<file path="src/rtl/gray_sum.sv">
// gray_sum: sums three weighted channel products into a grayscale pixel,
// clips to full scale and hands it downstream on a valid/ready handshake.
module gray_sum #(
  parameter int DATA_W = 10,
  parameter int CNT_W  = 16
) (
  input  logic              clk_i_gray_sum,
  input  logic              rstn_i_gray_sum,
  input  logic              en_i_gray_sum,
  input  logic [DATA_W-1:0] result_i_R,
  input  logic [DATA_W-1:0] result_i_G,
  input  logic [DATA_W-1:0] result_i_B,
  input  logic              mult_done_i,
  input  logic              gray_ready_i,
  output logic [DATA_W-1:0] gray_o,
  output logic              gray_valid_o,
  output logic              sat_o,
  output logic              busy_o,
  output logic              overrun_o,
  output logic [CNT_W-1:0]  pix_cnt_o
);

  typedef enum logic [2:0] {
    IDLE,
    ADD,
    ACC,
    SAT,
    HOLD
  } state_t;

  localparam int SUM_W = DATA_W + 2;

  state_t            state_q, state_d;
  logic              done_q;
  logic [DATA_W-1:0] r_q, r_d;
  logic [DATA_W-1:0] g_q, g_d;
  logic [DATA_W-1:0] b_q, b_d;
  logic [SUM_W-1:0]  sum_q, sum_d;
  logic [DATA_W-1:0] gray_q, gray_d;
  logic              valid_q, valid_d;
  logic              sat_q, sat_d;
  logic              ovr_q, ovr_d;
  logic [CNT_W-1:0]  cnt_q, cnt_d;
  logic              cap;
  logic              over;

  assign cap  = mult_done_i & ~done_q;
  assign over = |sum_q[SUM_W-1:DATA_W];

  // Next-state and datapath updates for the capture/sum/clip/hold sequence
  always_comb begin
    state_d = state_q;
    r_d     = r_q;
    g_d     = g_q;
    b_d     = b_q;
    sum_d   = sum_q;
    gray_d  = gray_q;
    valid_d = valid_q;
    sat_d   = sat_q;
    ovr_d   = ovr_q;
    cnt_d   = cnt_q;
    unique case (state_q)
      IDLE: begin
        if (cap && en_i_gray_sum) begin
          r_d     = result_i_R;
          g_d     = result_i_G;
          b_d     = result_i_B;
          state_d = ADD;
        end
      end
      ADD: begin
        sum_d   = {2'b00, r_q} + {2'b00, g_q};
        state_d = ACC;
      end
      ACC: begin
        sum_d   = sum_q + {2'b00, b_q};
        state_d = SAT;
      end
      SAT: begin
        if (over) begin
          gray_d = {DATA_W{1'b1}};
          sat_d  = 1'b1;
        end else begin
          gray_d = sum_q[DATA_W-1:0];
          sat_d  = 1'b0;
        end
        valid_d = 1'b1;
        state_d = HOLD;
      end
      HOLD: begin
        if (gray_ready_i) begin
          valid_d = 1'b0;
          cnt_d   = cnt_q + 1'b1;
          state_d = IDLE;
        end
      end
      default: state_d = IDLE;
    endcase
    if (cap && (state_q != IDLE)) begin
      ovr_d = 1'b1;
    end
  end

  // State and datapath registers, cleared asynchronously
  always_ff @(posedge clk_i_gray_sum or negedge rstn_i_gray_sum) begin
    if (!rstn_i_gray_sum) begin
      state_q <= IDLE;
      done_q  <= 1'b0;
      r_q     <= '0;
      g_q     <= '0;
      b_q     <= '0;
      sum_q   <= '0;
      gray_q  <= '0;
      valid_q <= 1'b0;
      sat_q   <= 1'b0;
      ovr_q   <= 1'b0;
      cnt_q   <= '0;
    end else begin
      state_q <= state_d;
      done_q  <= mult_done_i;
      r_q     <= r_d;
      g_q     <= g_d;
      b_q     <= b_d;
      sum_q   <= sum_d;
      gray_q  <= gray_d;
      valid_q <= valid_d;
      sat_q   <= sat_d;
      ovr_q   <= ovr_d;
      cnt_q   <= cnt_d;
    end
  end

  assign gray_o       = gray_q;
  assign gray_valid_o = valid_q;
  assign sat_o        = sat_q;
  assign busy_o       = (state_q != IDLE);
  assign overrun_o    = ovr_q;
  assign pix_cnt_o    = cnt_q;

endmodule

</file>
<file path="config.mk">
export PLATFORM = sky130hd
export DESIGN_NAME = gray_sum
export DESIGN_NICKNAME = d
export VERILOG_FILES = /design/src/rtl/gray_sum.sv
export SDC_FILE = /design/constraint.sdc
export NUM_CORES = 1
export LEC_CHECK = 0
export CORE_MARGIN = 2
export CORE_UTILIZATION = 40
export CTS_CLUSTER_DIAMETER = 30
export DETAILED_ROUTE_END_ITERATION = 16
export REMOVE_ABC_BUFFERS = 1
export SETUP_SLACK_MARGIN = 0.5
export SYNTH_ARGS = -nofsm -noshare
export SYNTH_HDL_FRONTEND = slang
export SYNTH_SLANG_ARGS = --single-unit
</file>
<file path="constraint.sdc">
create_clock -name clk_i_gray_sum -period 4.25 [get_ports clk_i_gray_sum]
set_clock_uncertainty 0.15 [all_clocks]
set_input_delay 1.0625 -clock clk_i_gray_sum [delete_from_list [all_inputs] [get_ports clk_i_gray_sum]]
set_output_delay 1.0625 -clock clk_i_gray_sum [all_outputs]
set_load 0.02 [all_outputs]
</file>
==> reports/qor.yml <==
outcome: "finished clean"
antenna_found_initial: 0
tritoncts: "done"
cts-resized-gates: 0
cts_post_setup_buffers_inserted: 0
timing.final.ws_setup_ps: 1111
drc_errors: 0
synth_cell_type_count: 53
seq_area_frac_synth_pct: 48.48
finalWorstPathRequiredPeriod_ps: 3139
rsz0062_at_grt: "false"
fin_tns_setup_ps: 0
timing_worst_slew_pin_value_ps: 931.7
routed_wire_length_per_instance_um: 13.91
layout_cells_sized_above_1_pct: 6.971
timing.reg2reg.setup_slack_ps: 1830
synth-edff-count: 0
fillerInstances: 861
fin_worst_hold_slack_ps: 320.0
r2r_cells: 7
number_of_endpoints_failing_setup_at_the_final_stage: 0
min-delay-start: "overrun_o$_DFFE_PN0P_"
grt_pass1_vias: 2641
worst_ir_drop_vdd_mv: 0.2372
syn_inst: 344
finish.utilization_pct: 51.78
hold_class: "flip-flop to flip-flop"
path_cells: "or3_1 -> clkdlybuf4s50_1"
port_buffers: 64
cts_hold_buf: 0
dpl_worst_slack_ps: 1243
antenna_violating_nets_post_route: 0
postSynthAreaPerCell_um2: 11.25
final_common_cell: "dfrtp_1"
endpoint_class_of_the_critical_path: "primary output"
cts_sinks: 75
cts.clk_slew.worst_paths_ps: 80
ctsHtreeMaxLevel: 3
final_max_slew_viol_count: 0
synth_seq_cells: 75
finalHoldViolCount: 0
p_leak_nw: 2.103
count_of_vias_placed_by_the_detailed_router: 2775
crit_fanout: 14
critical_path_class: "flip-flop to primary output"
die_w_um: 102.4
maximum_number_of_pins_on_one_net_before_global_route_repair: 76
worst_skew_pair_latency_ps: 340
finalCritPeriodShare_pct: 73.85
die_area_um2: 10480
row_count: 35
critical_path_arrival_ps: 1930
grt_usage_pct: 15.45
pwr_density_cell_nw_per_um2: 788.9
dominantRegCellSynth: "dfrtp_1"
worst_hold_depth: 1
ctsRootBufferMaster: "clkbuf_8"
area.growth.synth_to_final_pct: 24.76
critical_path_required_ps: 3040
drt_pass1_iterations: 4
tritoncts.num_buffers: 9
globalRouteOverflowTotal: 0
finish.net_count: 469
critPathLaunchType: "flip-flop"
async_flop_share_pct: 100.0
cp_slowest_cell: "clkdlybuf4s50_1"
hpwlAfterDp_um: 5563
layout.cells.most_common_list: "dfrtp_1 (75), clkdlybuf4s50_1 (63), mux2_1 (28), nand2_1 (23)"
antenna-diode-count: 0
top_level_ports: 65
route.detailed.vias_per_inst: 5.092
wl_um: 7580
cts.path.max_buffers: 2
drtIter0Drc: 82
grt_first_pass_wirelength_um: 12570
die_h_um: 102.4
synth_area_um2: 3871
max-slew-margin-rel_pct: 37.89
maxClockFrequency_mhz: 318.6
worst_path_largest_cell_delay_ps: 560
synthesis.yosys.warnings: 0
starting_utilization_of_the_core_area_pct: 41.50
timing.rr.start: "sum_q[1]$_DFFE_PN0N_"
cap_viol_max_count: 0
fp.coreArea_um2: 9328
gp_routability_congestion: 0.8029
cp-startpoint: "state_q[0]$_DFFE_PN0P_"
[metrics by stage]
step | area (um^2) | std cells | total power [mW]
5_1_grt | 4830 | 545 | 4.135
3_3_place_gp | 4637 | 529 | 3.238
6_report | 4830 | 545 | 3.810
3_5_place_dp | 4637 | 529 | 3.278
4_1_cts | 4830 | 545 | 3.835
2_1_floorplan | 3822 | 334 | 2.739
[metal layers]
layer / track usage (%) / share of wire [%] / up-vias
met4: 4.615 / 1.1 / 0
li1: - / - / 1382
met1: 22.48 / 51 / 1326
met5: 0 / 0 / -
met3: 4.104 / 4.1 / 7
met2: 22.62 / 43 / 60
[cell type report]
class	count	area [um^2]	area share (%)
multi-input cells	243	1886	39.04
flip-flops and latches	75	1877	38.86
repair buffers	66	653.1	13.52
well taps	129	161.4	3.342
clock buffers	9	123.9	2.565
clock inverters	7	68.82	1.425
inverters	16	60.06	1.244
[cell usage after synthesis, types with 2 or more instances]
cell type | number | area (um^2)
o22a_1 | 10 | 87.58
inv_1 | 15 | 56.30
xnor2_1 | 18 | 157.7
dfrtp_1 | 75 | 1877
buf_2 | 3 | 15.01
a211oi_1 | 6 | 45.04
nor3_1 | 2 | 10.01
mux2_1 | 28 | 315.3
ha_1 | 21 | 262.8
o21ai_1 | 11 | 55.05
o21a_1 | 5 | 37.54
and3_1 | 3 | 18.77
nand2_1 | 23 | 86.33
nand4_1 | 5 | 31.28
a22oi_1 | 2 | 15.01
o21ai_0 | 2 | 10.01
a21o_1 | 7 | 52.55
clkbuf_1 | 6 | 22.52
xor2_1 | 9 | 78.83
a41o_1 | 2 | 20.02
a21oi_1 | 20 | 100.1
fa_1 | 2 | 40.04
nor2_1 | 21 | 78.83
or3_1 | 6 | 37.54
o211ai_1 | 4 | 30.03
mux2i_1 | 4 | 40.04
nand2b_1 | 3 | 18.77
nand3_1 | 6 | 30.03
[worst paths after layout]
path,end
setup / recovery,busy_o
hold / removal,overrun_o$_DFFE_PN0P_
setup reg to reg,sum_q[9]$_DFFE_PN0N_
hold reg to reg,overrun_o$_DFFE_PN0P_
max in group asynchronous,r_q[8]$_DFFE_PN0P_
min in group asynchronous,r_q[2]$_DFFE_PN0P_
[sequential cells by signal, summed over array words and instances, names as in the netlist]
name,count
b_q,10
done_q,1
g_q,10
gray_o,10
gray_valid_o,1
overrun_o,1
pix_cnt_o,16
r_q,10
sat_o,1
state_q,3
sum_q,12
[where the power goes]
part	switching (mW)	internal [mW]	leakage (nW)	total (mW)
Clock	0.264	0.269	0.0950	0.533
Sequential	0.224	0.999	0.903	1.22
Combinational	1.07	0.980	1.11	2.05
Total	1.56	2.25	2.10	3.81
[cells by family (layout without fill, tap and decap cells)]
family / after synthesis / count (layout) / share of synthesized area (%)
AOI/OAI and AO/OA: 84 / 84 / 15.87
xor gates and xnor gates: 27 / 27 / 6.109
adders and majority gates: 23 / 23 / 7.822
buffers and inverters: 26 / 98 / 2.812
DFF: 75 / 75 / 48.48
muxes: 32 / 32 / 9.179
and+or+nand+nor: 77 / 77 / 9.729
[worst max-delay path, delay by kind of cell, from the launching register on]
family                 cells  cell delay [ps]
buffers and inverters      1              560
DFF                        1              540
and+or+nand+nor            1              480
Note: power is estimated with default switching activity, not from simulation.
